--- src/rtl/thread_pc_unit_pkg.sv ---
// Shared constants and types for the multi-threaded fetch PC unit.
package thread_pc_unit_pkg;

    localparam int unsigned PC_W           = 32;
    localparam int unsigned NUM_THREAD_DEF = 4;
    localparam logic [PC_W-1:0] HANDLER    = 32'h0000_1000;

    // Thread-id width for a given thread count (at least one bit).
    function automatic int unsigned tid_width(input int unsigned n);
        return (n <= 2) ? 1 : $clog2(n);
    endfunction

    localparam int unsigned TID_W = tid_width(NUM_THREAD_DEF);

    typedef enum logic {
        IDLE = 1'b0,
        RUN  = 1'b1
    } thread_state_e;

endpackage

--- src/rtl/thread_pc_unit_arbiter.sv ---
// Round-robin arbiter: grants the first requester after ptr, wrapping around.
module rr_arbiter
    import thread_pc_unit_pkg::*;
#(
    parameter int unsigned N = NUM_THREAD_DEF,
    localparam int unsigned TW = tid_width(N)
) (
    input  logic [N-1:0]  req,
    input  logic [TW-1:0] ptr,
    output logic [N-1:0]  grant_c,
    output logic          valid_c
);

    logic [TW-1:0] idx;

    // N is a power of two, so truncating to TW bits is the modulo-N wrap.
    always_comb begin
        grant_c = '0;
        valid_c = 1'b0;
        idx     = '0;
        for (int unsigned i = 1; i <= N; i++) begin
            idx = TW'(32'(ptr) + i);
            if (!valid_c && req[idx]) begin
                grant_c[idx] = 1'b1;
                valid_c      = 1'b1;
            end
        end
    end

endmodule

--- src/rtl/thread_pc_unit.sv ---
// Per-thread PC/state registers with round-robin fetch selection and
// kill > exception > jump > start > increment update priority.
module thread_pc_unit
    import thread_pc_unit_pkg::*;
#(
    parameter int unsigned NUM_THREAD = NUM_THREAD_DEF,
    localparam int unsigned TW = tid_width(NUM_THREAD)
) (
    input  logic                  clk,
    input  logic                  rst,
    input  logic                  stall,
    input  logic                  jmp_en,
    input  logic [PC_W-1:0]       jmp_pc,
    input  logic [TW-1:0]         jmp_tid,
    input  logic                  exc,
    input  logic [TW-1:0]         exc_tid,
    input  logic                  start_vld,
    input  logic [TW-1:0]         start_tid,
    input  logic [PC_W-1:0]       start_pc,
    input  logic                  kill_vld,
    input  logic [TW-1:0]         kill_tid,
    output logic                  fetch_vld,
    output logic [PC_W-1:0]       fetch_pc,
    output logic [TW-1:0]         fetch_tid,
    output logic [NUM_THREAD-1:0] active
);

    thread_state_e         state_q [NUM_THREAD];
    thread_state_e         state_d [NUM_THREAD];
    logic [PC_W-1:0]       pc_q    [NUM_THREAD];
    logic [PC_W-1:0]       pc_d    [NUM_THREAD];
    logic [TW-1:0]         rr_ptr_q;
    logic [TW-1:0]         rr_ptr_d;
    logic [NUM_THREAD-1:0] run_vec;
    logic [NUM_THREAD-1:0] grant_c;
    logic                  grant_vld_c;
    logic [TW-1:0]         sel_tid_c;
    logic                  accept_c;

    always_comb begin
        run_vec = '0;
        for (int unsigned t = 0; t < NUM_THREAD; t++) begin
            run_vec[t] = (state_q[t] == RUN);
        end
    end

    assign active = run_vec;

    rr_arbiter #(.N(NUM_THREAD)) u_arb (
        .req     (run_vec),
        .ptr     (rr_ptr_q),
        .grant_c (grant_c),
        .valid_c (grant_vld_c)
    );

    // One-hot grant to thread index.
    always_comb begin
        sel_tid_c = '0;
        for (int unsigned t = 0; t < NUM_THREAD; t++) begin
            if (grant_c[t]) begin
                sel_tid_c = TW'(t);
            end
        end
    end

    assign fetch_vld = grant_vld_c;
    assign fetch_tid = grant_vld_c ? sel_tid_c : '0;
    assign fetch_pc  = grant_vld_c ? pc_q[sel_tid_c] : '0;
    assign accept_c  = grant_vld_c & ~stall;

    // Later assignments win, so the order below encodes the per-thread priority.
    always_comb begin
        rr_ptr_d = accept_c ? sel_tid_c : rr_ptr_q;
        for (int unsigned t = 0; t < NUM_THREAD; t++) begin
            pc_d[t]    = pc_q[t];
            state_d[t] = state_q[t];
            if (accept_c && sel_tid_c == TW'(t)) begin
                pc_d[t] = pc_q[t] + 32'd1;
            end
            if (start_vld && start_tid == TW'(t) && state_q[t] == IDLE) begin
                state_d[t] = RUN;
                pc_d[t]    = start_pc;
            end
            if (jmp_en && jmp_tid == TW'(t) && state_q[t] == RUN) begin
                pc_d[t] = jmp_pc;
            end
            if (exc && exc_tid == TW'(t) && state_q[t] == RUN) begin
                pc_d[t] = HANDLER;
            end
            if (kill_vld && kill_tid == TW'(t)) begin
                state_d[t] = IDLE;
            end
        end
    end

    // Thread 0 comes out of reset running; rr_ptr points at the last thread
    // so thread 0 wins the first grant.
    always_ff @(posedge clk or posedge rst) begin
        if (rst) begin
            for (int unsigned t = 0; t < NUM_THREAD; t++) begin
                pc_q[t]    <= '0;
                state_q[t] <= IDLE;
            end
            state_q[0] <= RUN;
            rr_ptr_q   <= TW'(NUM_THREAD - 1);
        end else begin
            for (int unsigned t = 0; t < NUM_THREAD; t++) begin
                pc_q[t]    <= pc_d[t];
                state_q[t] <= state_d[t];
            end
            rr_ptr_q <= rr_ptr_d;
        end
    end

endmodule

--- config.mk ---
export PLATFORM = sky130hd
export DESIGN_NAME = thread_pc_unit
export DESIGN_NICKNAME = d
export VERILOG_FILES = /design/src/rtl/thread_pc_unit_pkg.sv /design/src/rtl/thread_pc_unit_arbiter.sv /design/src/rtl/thread_pc_unit.sv
export SDC_FILE = /design/constraint.sdc
export NUM_CORES = 1
export LEC_CHECK = 0
export CORE_MARGIN = 3
export CORE_UTILIZATION = 26
export CTS_CLUSTER_SIZE = 28
export DETAILED_ROUTE_END_ITERATION = 7
export HOLD_SLACK_MARGIN = 0.06
export PLACE_DENSITY_LB_ADDON = 0.08
export SLEW_MARGIN = 30
export SYNTH_ARGS = -nofsm -noshare
export SYNTH_HDL_FRONTEND = slang
export SYNTH_HIERARCHICAL = 1
export SYNTH_SLANG_ARGS = --single-unit
export TNS_END_PERCENT = 10
--- constraint.sdc ---
create_clock -name clk -period 12.05 [get_ports clk]
set_input_delay 1.8075 -clock clk [delete_from_list [all_inputs] [get_ports clk]]
set_output_delay 1.8075 -clock clk [all_outputs]
set_load 0.02 [all_outputs]
-- Yosys cells after proc, flatten, opt, wreduce, memory -nomap -nowiden
Cells that the tools add are included.
- add/sub/neg operators: 8
- $lt $le $gt $ge: 9
- equality and inequality tests: 15
- mux-type cells: 56
- bitwise logic cells: 10
- reduce and logical (&&, ||, !) cells: 55
- operators by type and width (kind ; number):
    32-bit two-way mux ; 19
    32-bit by 1-bit adder with 32-bit output (second input constant) ; 4
    32-bit binary-select mux with 2-bit select ; 1
    1-bit logical AND ; 39
    1-bit two-way mux ; 21
    2-bit == test (second input constant) ; 10
    4-bit two-way mux ; 4
    4-bit nonzero test ; 4
    2-bit by 3-bit less-than comparator with 1-bit output (second input constant) ; 4
    4-bit OR ; 3
    2-bit by 1-bit == test with 1-bit output (second input constant) ; 5
    2-bit zero test ; 5
    1-bit binary-select mux with 2-bit select ; 4
    1-bit demux with 2-bit select ; 4
    2-bit by 1-bit >= comparator with 1-bit output (second input constant) ; 4
    2-bit nonzero test ; 4
    2-bit two-way mux ; 3
    1-bit NOT ; 5
    2-bit by 1-bit adder with 2-bit output (second input constant) ; 2
    2-bit adder (second input constant) ; 2
    3-bit >= comparator (second input constant) ; 1
    1-bit zero test ; 3
    2-bit NOT with 3-bit output ; 1
    1-bit bitwise AND ; 1
- register bits after elaboration: 134
- output and inout port bits: 39

-- Depth between registers and ports, before layout
Gate-level depths: netlist (run 1).
- depth after elaboration: 22
- depth in mapped cells: 16

-- Modules after synthesis
The synthesis (run 1) kept the hierarchy.
- by module, submodules not included (module ; instances ; cells each ; area each (sq um) ; sequential area each (sq um)):
    thread_pc_unit ; 1 ; 1449 ; 10993.0 ; 3357.0
    rr_arbiter ; 1 ; 48 ; 415.4 ; 0.0

-- Least setup slack after synthesis (run 1)
OpenSTA, ideal clock, no wires.
- path type: reg-to-output
- start point: reg rr_ptr_q[1]
- end point: out fetch_pc[10]
- arrival: 3334 ps
- data required time: 10242 ps
- slack: 6909 ps
- stages on the path, launching flop included: 15
- buffers on the path: 3
- cell sequence: dfstp_2 buf_6 inv_1 ha_1 mux2i_1 o2111ai_1 o21ai_0 a221o_1 clkbuf_1 clkbuf_1 mux2i_1 nor2_1 a21oi_1 o21ai_0 and2_1
- word-level cells in the longest chain between the ends: 21
- elaborated cells between the ends (all ways): 57
- RTL lines (element ; RTL line ; source):
    start, declared ; thread_pc_unit.sv:32 ; logic [TW-1:0] rr_ptr_q;
    start signal, assigned ; thread_pc_unit.sv:105 ; rr_ptr_q <= TW'(NUM_THREAD - 1);
    start signal, assigned ; thread_pc_unit.sv:111 ; rr_ptr_q <= rr_ptr_d;
    branches (longest 12 deep; another with 2-bit by 3-bit less-than comparator with 1-bit output) ; n/a ;
    4-bit two-way mux * ; thread_pc_unit_arbiter.sv:23 ; if (!valid_c && req[idx]) begin
    named net grant_c[1] ; thread_pc_unit.sv:35 ; logic [NUM_THREAD-1:0] grant_c;
    1-bit two-way mux * ; thread_pc_unit.sv:60 ; if (grant_c[t]) begin
    2-bit two-way mux * (2 in series) ; thread_pc_unit.sv:60 ;
    2-bit NOT with 3-bit output (not written as such) * ; thread_pc_unit.sv:68 ; assign fetch_pc = grant_vld_c ? pc_q[sel_tid_c] : '0;
    32-bit binary-select mux with 2-bit select * ; thread_pc_unit.sv:68 ;
    32-bit two-way mux (not written as such) * (2 in series) ; thread_pc_unit.sv:68 ;
    32-bit two-way mux * ; thread_pc_unit.sv:68 ;
    end, declared ; thread_pc_unit.sv:23 ; output logic [PC_W-1:0] fetch_pc,
Mark *: on every way through the listed nets, which the timed path passes. The select of a mux whose other input is x is not followed.

-- Worst setup path after layout (run 1)
- start point: reg rr_ptr_q[1]
- end point: out fetch_pc[15]
- elaborated cells between the ends (all ways): 57
- RTL lines (element ; RTL line):
    branches (longest 12 deep; another with 2-bit by 3-bit less-than comparator with 1-bit output) ; n/a
    4-bit two-way mux * ; thread_pc_unit_arbiter.sv:23
    named net grant_c[2] ; thread_pc_unit.sv:35
    2-bit two-way mux * (2 in series) ; thread_pc_unit.sv:60
    2-bit NOT with 3-bit output (not written as such) * ; thread_pc_unit.sv:68
    32-bit binary-select mux with 2-bit select * ; thread_pc_unit.sv:68
    32-bit two-way mux (not written as such) * (2 in series) ; thread_pc_unit.sv:68
    32-bit two-way mux * ; thread_pc_unit.sv:68
Marks and branches as above.

==> results of run 1 <==
cells in the final DEF, fill, tap and decap left out, types with 36 or more instances in the layout:
cell and n:
nand2_1 162, o21ai_0 149, nor2_1 148, dfrtp_1 131, a21oi_1 118, clkdlybuf4s50_1 117, nand3_1 64, mux2i_1 43
and2_1 38, a211oi_1 36
sequential cells by signal, summed over array words and instances, names as in the netlist:
| name | count |
|---|---|
| active | 4 |
| rr_ptr_q | 2 |
| pc_q | 128 |
path summary, 6_finish.rpt:
kind	from	endpoint	cells past startpoint
hold / removal	pc_q[31]	pc_q[31]	1
min in group asynchronous	rst	pc_q[32]	2
setup reg to reg	rr_ptr_q[1]	pc_q[95]	14
max in group asynchronous	rst	pc_q[103]	3
hold reg to reg	pc_q[31]	pc_q[31]	1
setup / recovery	rr_ptr_q[1]	fetch_pc[15]	12
per-stage QoR:
step / utilization / power (mW) / hold WS [ps]
2_1_floorplan: - / 2.04 / 492
6_report: 0.323 / 3.46 / 542
5_1_grt: 0.323 / 3.67 / 578
3_3_place_gp: 0.308 / 2.88 / 532
4_1_cts: 0.323 / 3.45 / 543
3_5_place_dp: 0.309 / 2.88 / 530
final cells by class:
class | instances | area (um^2) | share of cell area
Timing Repair Buffer | 151 | 1430 | 0.104
Clock buffer | 23 | 498 | 0.0362
Multi-Input combinational cell | 1223 | 7550 | 0.549
Sequential cell | 134 | 3360 | 0.244
Tap cell | 577 | 722 | 0.0525
Inverter | 26 | 105 | 0.00764
Antenna cell | 1 | 2.50 | 0.000182
Clock inverter | 9 | 97.6 | 0.00709
power by group through the flow:
stage	registers, mW	clock network, mW	logic [mW]
detailed placement	0.948	0	1.94
floorplan	0.789	0	1.25
finish	0.958	0.555	1.95
global route	0.978	0.579	2.11
global placement	0.956	0	1.93
CTS	0.940	0.565	1.94
metal layers:
metal  vias to the layer above  track usage
met4                         0       0.0745
met1                      6346        0.359
met5                         -            0
met2                       517        0.360
met3                        64       0.0311
li1                       5746            -
==> impl_metrics.csv, run 1 <==
group,metric,value,unit
sta,rsz0062_at_grt,"no",
drt,wirelength,56800,um
grt,grt_usage,0.241,
synthesis,syn_inst,1492,
final_layout,fill_cells,4626,
placement,io_buffers,117,
sta,report.final.slew_viol_count,0,
power,ir_drop,0.128,mV
power,p_sw_frac,0.497,
power,powerDensity,252,nW/um^2
sta,fin_ws,5440,ps
clock_network,cts_root_buffer,"clkbuf_16",
floorplanning,rows,75,
critical_path,path_common_cell,"o21ai_0",
critical_path,worstPathCellList,"inv_1, ha_1, mux2i_1, o2111ai_1, o21ai_0, a221o_2, buf_4, nor2_1, a21oi_1, o21ai_0, and2_1, clkdlybuf4s50_1",
clock_network,h-tree-depth,4,
hold_path,min_path_type,"reg2reg",
flow_run,cap_violations,0,
synthesis,synth_nets,1582,
sta,worstMarginPinSlew,1020,ps
sta,period_share,0.549,
power,clock_power_share,0.160,
drt,drc_errors,0,
critical_path,cp_max_fo,56,
clock_network,cts_resized,0,
drt,dr.pass1.iters,5,
sta,fmax,151,MHz
floorplanning,start_util,0.267,
power,p_switching,1.72,mW
grt,grt_antenna_before_repair,1,
grt,grt_overflow,0,
final_layout,finalInstanceArea,13800,um^2
power,pwr-share-comb,0.563,
drt,routed-wl-met2,24500,um
sta,setup_tns,0,ps
final_layout,area.growth.synth_to_final,21.0,%
synthesis,synth_area_per_cell,7.62,um^2
synthesis,yosys_warnings,6,
critical_path,crit_type,"reg2out",
drt,vias,12700,
grt,grt_pass1_wl,83200,um
clock_network,numCtsBuffers,17,
placement,placed_cells,2111,
drt,via_per_inst,5.91,
grt,grt_pass1_vias,11900,
final_layout,fin_cells,2144,
clock_network,cts.clk_slew.worst_paths,60,ps
critical_path,required,10240,ps
critical_path,ff2ff_setup_slack,6940,ps
critical_path,start_kind,"flip-flop",
grt,grt_max_degree,95,
drt,drtAntennaViolNets,0,
power,p_leak,5.12,nW
critical_path,critical_path_buf_inv_count,3,
drt,drt-wirelength-per-cell,26.5,um
floorplanning,die_x,215,um
drt,drt_iter0_drc,1428,
synthesis,synthesis.area,11400,um^2
final_layout,finalNetCount,1643,
critical_path,cp-end-kind,"primary output",
floorplanning,io-pin-count,118,
sta,slew_headroom,0.318,
drt,wl_met3,3750,um
outcome,status,"finished, final reports clean",
clock_network,cts_hold_buf,0,
placement,pre_cts_slack,5990,ps
sta,finClkSkew,10.4,ps
drt,highest-signal-layer,"met4",
floorplanning,dieArea,46300,um^2
drt,wl_met1,27000,um
critical_path,crit_arrival,4810,ps
sta,hold_viol_final,0,
sta,fin_crit,6610,ps
critical_path,max_stage_delay,670,ps
clock_network,clk_latency,450,ps
clock_network,cts_tree,"yes",
sta,setup_viol,0,
power,seqPwrFrac,0.277,
clock_network,cts_buffer_depth,2,
power,p_int,1.74,mW
placement,gp_congestion,0.944,
placement,placed_cell_area,13200,um^2
critical_path,critical-path-slowest-cell,"dfstp_2",
clock_network,cts_sinks,134,
critical_path,cp_top_family,"compound AO/OA/AOI/OAI gates",
final_layout,drive_gt1_frac,0.0683,
floorplanning,core_area,42600,um^2
floorplanning,chipHeight,215,um
placement,dpl.hpwl,42900,um
clock_network,post-cts-setup-buffers,0,
No activity file was read; power rests on OpenSTA's default activity.
==> inputs of run 2 (changes only) <==
- clock period: 12.05 -> 5.36 ns (I/O delays scaled with it)
==> run 2 against run 1 <==
  * Flip-flop and latch count is the same
  * Setup slack lost 5300 ps
  * Combinational power grew 130%
  * Register-to-register slack lost 6100 ps
  * Clock power grew 130%
  * Sequential power grew 130%
  * Total power grew 130%
  * Clock skew grew 1.9 ps
  * Largest cell class unchanged
==> impl_metrics.csv, run 2 (synthesized netlist as in run 1, its figures left out) <==
group,metric,value,unit
sta,fmax,193,MHz
flow_run,cap_violations,0,
grt,grt_pass1_wl,83900,um
drt,dr.pass1.iters,6,
sta,slew_headroom,0.307,
final_layout,regArea,3360,um^2
placement,gp_congestion,0.968,
sta,setup_tns,0,ps
placement,io_buffers,117,
floorplanning,chipHeight,215,um
critical_path,critical_path_buf_inv_count,3,
sta,setup_viol,0,
final_layout,largest_register_ffs,128,
critical_path,path_common_cell,"mux2i_1",
power,total_power,7.93,mW
power,ir_drop,0.252,mV
grt,grt_usage,0.245,
critical_path,crit_arrival,4370,ps
final_layout,regMostFlops,"pc_q",
final_layout,drive_gt1_frac,0.0759,
clock_network,cts_hold_buf,0,
sta,fin_crit,5180,ps
final_layout,final_common_cell,"nand2_1",
drt,drt_iter0_drc,1273,
final_layout,fill_cells,4631,
sta,period_share,0.966,
critical_path,cp_max_fo,14,
hold_path,hold_path_depth,2,
power,powerDensity,570,nW/um^2
final_layout,area.growth.synth_to_final,22.4,%
power,p_leak,5.21,nW
grt,gr-usage-met1,0.357,
critical_path,cp-end-kind,"primary output",
grt,grt_overflow,0,
grt,grt_use_met2,0.367,
drt,drtAntennaViolNets,0,
critical_path,ff2ff_path_depth,12,
drt,wirelength,58000,um
hold_path,min_path_type,"reg2reg",
final_layout,finalNetCount,1658,
final_layout,multi_input_area,7550,um^2
grt,grtUsageMet3,0.0465,
critical_path,r2r_end,"pc_q[126]",
drt,vias,12600,
clock_network,cts_buffer_depth,2,
clock_network,cts_root_buffer,"clkbuf_16",
final_layout,antenna_cells,0,
outcome,status,"finished, final reports clean",
grt,gr-max-usage-layer,"met2",
drt,drc_errors,0,
grt,grt_pass1_vias,11900,
floorplanning,core_area,42600,um^2
critical_path,start_kind,"flip-flop",
critical_path,critical-path-slowest-cell,"dfstp_2",
grt,grt_antenna_before_repair,0,
grt,grt_max_degree,76,
sta,hold_viol_final,0,
sta,worstMarginPinSlew,1030,ps
critical_path,max_stage_delay,600,ps
sta,report.final.slew_viol_count,0,
clock_network,numCtsBuffers,17,
critical_path,cp_top_family,"multiplexers",
final_layout,most-common-layout-cells,"162 x nand2_1, 149 x nor2_1, 148 x o21ai_0, 131 x dfrtp_1, 118 x a21oi_1",
critical_path,ff2ff_setup_slack,810,ps
drt,via_per_inst,5.85,
clock_network,clk_latency,460,ps
critical_path,crit_type,"reg2out",
clock_network,cts_tree,"yes",
clock_network,cts.clk_slew.worst_paths,60,ps
critical_path,reg2reg_from,"rr_ptr_q[0]",
floorplanning,die_x,215,um
sta,finClkSkew,12.3,ps
critical_path,worstPathCellList,"inv_1, ha_1, mux2i_1, mux2_2, mux2i_1, a221o_2, buf_12, mux2i_1, nor2_1, a21oi_1, o21ai_0, and2_1, clkdlybuf4s50_1",
floorplanning,dieArea,46300,um^2
placement,dpl.hpwl,44600,um
hold_path,min_from,"rr_ptr_q[0]",
drt,drt-wirelength-per-cell,26.9,um
clock_network,cts_sinks,134,
floorplanning,io-pin-count,118,
floorplanning,rows,75,
critical_path,required,4560,ps
floorplanning,start_util,0.267,
clock_network,h-tree-depth,4,
hold_path,whs_endpoint,"rr_ptr_q[0]",
-- run 2: cell types whose count changed in the layout (fill, tap and decap cells not counted), sizes merged --
cell / change
clkinv: -3
diode: -1
clkinvlp: +1
clkbuf: +2
buf: +15
-- run 2: worst min-delay path: stages, from the launching register on --
cell	delay, ps
dfstp_2	410
nand2_1	60
o21ai_0	70
-- run 2: how the worst max path moves through the flow --
stage                startpoint      endpoint  slack, ps  depth (start not counted)
global placement    rr_ptr_q[0]  fetch_pc[17]        520                         13
finish              rr_ptr_q[0]   fetch_pc[9]        180                         13
CTS                 rr_ptr_q[0]  fetch_tid[0]        100                         10
floorplan                   rst     active[1]        980                          1
detailed placement  rr_ptr_q[0]  fetch_pc[17]        300                         13
global route        rr_ptr_q[0]   fetch_pc[8]         -5                         13
-- run 2: cell type report --
cell class                 count  share of cell area
tap                          577              0.0519
clock buffer                  25              0.0378
multi-input combinational   1223               0.543
timing repair buffer         166               0.112
sequential                   134               0.241
inverter                      26             0.00737
clock inverter                 7             0.00648
-- run 2: metrics by stage --
step / utilization / setup slack, ps / std cells / cell area (um^2) / hold WS, ps
finish: 0.327 / 182 / 2158 / 13900 / 550
global route: 0.327 / -5.03 / 2158 / 13900 / 581
CTS: 0.326 / 98.6 / 2158 / 13900 / 556
detailed placement: 0.311 / 299 / 2124 / 13300 / 537
global placement: 0.311 / 520 / 2124 / 13200 / 535
floorplan: - / 978 / 1492 / 11400 / 492
-- run 2: report_power, final --
group / internal (mW) / switching (mW) / total [mW]
Combinational: 1.88 / 2.57 / 4.45
Sequential: 1.39 / 0.818 / 2.20
Clock: 0.770 / 0.512 / 1.28
-- run 2: per-layer routing --
| layer | share of wire | wire (um) |
|---|---|---|
| met1 | 0.46 | 26900 |
| met2 | 0.43 | 24900 |
| met3 | 0.081 | 4720 |
| met4 | 0.025 | 1460 |
| met5 | 0 | 0 |
-- run 2: what timing repair did --
item                                    CTS  global route
endpoints found under the setup margin   23            33
gates cloned                              0             0
setup buffers                             2             0
pin swaps                                 1             0
resized for setup                         0             4
==> inputs of run 3 (changes only) <==
- CORE_UTILIZATION: 26 -> 51
- REMOVE_ABC_BUFFERS: unset -> 1
==> run 3 against run 2 <==
  * Combinational power is 2% lower
  * Global-route usage is 13 points higher
  * Routed wire length is 19% lower
  * Setup slack worse by 44 ps
  * Flip-flop and latch count stayed put
  * Largest power group unchanged
==> impl_metrics.csv, run 3 (synthesized netlist as in run 1, its figures left out) <==
group,metric,value,unit
sta,rsz0062_at_grt,"yes",
grt,grt_max_degree,72,
floorplanning,dieArea,24100,um^2
hold_path,min_from,"rr_ptr_q[0]",
final_layout,multi_input_area,7530,um^2
sta,period_share,0.974,
final_layout,final_common_cell,"nand2_1",
final_layout,most-common-layout-cells,"162 x nand2_1, 150 x o21ai_0, 149 x nor2_1, 131 x dfrtp_1, 118 x a21oi_1",
drt,drt_iter0_drc,2210,
drt,routed-wl-met2,19800,um
placement,gp_congestion,1.04,
sta,slew_headroom,0.372,
clock_network,cts_sinks,134,
power,powerDensity,572,nW/um^2
final_layout,area.growth.synth_to_final,18.3,%
drt,via_per_inst,7.03,
final_layout,fill_cells,1983,
sta,holdWs,549,ps
clock_network,numCtsBuffers,17,
final_layout,finalNetCount,1650,
sta,worstMarginPinSlew,933,ps
drt,vias,13000,
critical_path,crit_arrival,4420,ps
sta,hold_viol_final,0,
final_layout,regArea,3360,um^2
critical_path,ff2ff_path_depth,12,
clock_network,cts_hold_buf,0,
critical_path,cp-end-kind,"primary output",
clock_network,cts_root_buffer,"clkbuf_16",
clock_network,cts_tree,"yes",
critical_path,startpoint,"rr_ptr_q[0]",
grt,grt_antenna_before_repair,1,
sta,report.final.slew_viol_count,0,
grt,grt_pass1_vias,11600,
critical_path,reg2reg_from,"rr_ptr_q[0]",
final_layout,drive_gt1_frac,0.0712,
floorplanning,chipHeight,155,um
final_layout,largest_register_ffs,128,
drt,drt-wirelength-per-cell,25.3,um
sta,fin_crit,5220,ps
floorplanning,die_x,155,um
floorplanning,core_area,21500,um^2
drt,dr.pass1.iters,6,
sta,setup_viol,0,
placement,io_buffers,117,
critical_path,crit_type,"reg2out",
clock_network,post-cts-setup-buffers,0,
floorplanning,start_util,0.529,
placement,dpl.hpwl,34300,um
clock_network,h-tree-depth,4,
hold_path,min_path_type,"reg2reg",
floorplanning,io-pin-count,118,
floorplanning,rows,53,
sta,finClkSkew,13.3,ps
critical_path,start_kind,"flip-flop",
hold_path,hold_path_depth,2,
drt,wl_met1,18900,um
clock_network,clk_latency,440,ps
final_layout,regMostFlops,"pc_q",
critical_path,required,4560,ps
power,p_leak,5.16,nW
clock_network,cts_resized,0,
drt,wl_met3,6710,um
power,total_power,7.69,mW
drt,wirelength,46800,um
grt,grt_overflow,0,
grt,grt_pass1_wl,70900,um
power,ir_drop,0.481,mV
critical_path,cp_max_fo,28,
drt,drtAntennaViolNets,0,
drt,highest-signal-layer,"met4",
flow_run,cap_violations,0,
clock_network,cts.clk_slew.worst_paths,70,ps
grt,grt_usage,0.379,
sta,fmax,192,MHz
clock_network,cts_buffer_depth,2,
drt,drc_errors,0,
outcome,status,"finished, final reports clean",
final_layout,antenna_cells,0,
[run 3: cell count changes in the layout (fill, tap and decap cells not counted), moves of 2 or more]
| cell | delta |
|---|---|
| clkinv_4 | +2 |
| o21ai_0 | +2 |
| inv_6 | +7 |
| o21ai_2 | -2 |
| clkinv_2 | -3 |
| clkbuf_8 | -5 |
| buf_4 | -8 |
[run 3: routing by layer]
metal  global-route usage  vias up
li1                     -     5774
met5                    0        -
met1                0.557     6135
met4                0.114        0
met3               0.0898      109
met2                0.553      971
[run 3: cell type report]
type                            instances  area share
Tap cell                              275      0.0256
Clock inverter                         13      0.0117
Timing Repair Buffer                  158       0.112
Multi-Input combinational cell       1223       0.560
Clock buffer                           19      0.0337
Inverter                               26     0.00763
Sequential cell                       134       0.250
[run 3: final timing paths]
check	endpoint	slack, ps
worst min-delay path	rr_ptr_q[0]	550
worst max register to register	pc_q[119]	820
worst min register to register	rr_ptr_q[0]	550
worst max-delay path	fetch_pc[14]	140
max in group asynchronous	pc_q[118]	3500
min in group asynchronous	pc_q[3]	820
[run 3: stage by stage]
step	setup TNS, ps	instance area [um^2]	instances	setup slack [ps]	util
final	0	13400	1848	138	0.626
after global routing	-257	13400	1848	-69.5	0.626
after CTS	0	13400	1848	218	0.626
after detailed placement	0	12800	1816	687	0.597
after global placement	0	12800	1816	761	0.597
after floorplan	-4880	10900	1383	-420	-
[run 3: worst max-delay path, cell delays in order (launching register included)]
cell,delay [ps]
dfstp_2,600
inv_1,170
ha_1,450
mux2i_1,250
o2111ai_1,130
o21ai_0,310
a221o_2,700
buf_12,250
a21oi_1,80
o21ai_0,250
and2_1,170
clkdlybuf4s50_1,590
[run 3: power breakdown]
group / leakage (nW) / switching (mW) / internal [mW]
Clock: 0.298 / 0.542 / 0.726
Sequential: 1.69 / 0.653 / 1.39
Combinational: 3.17 / 2.53 / 1.85
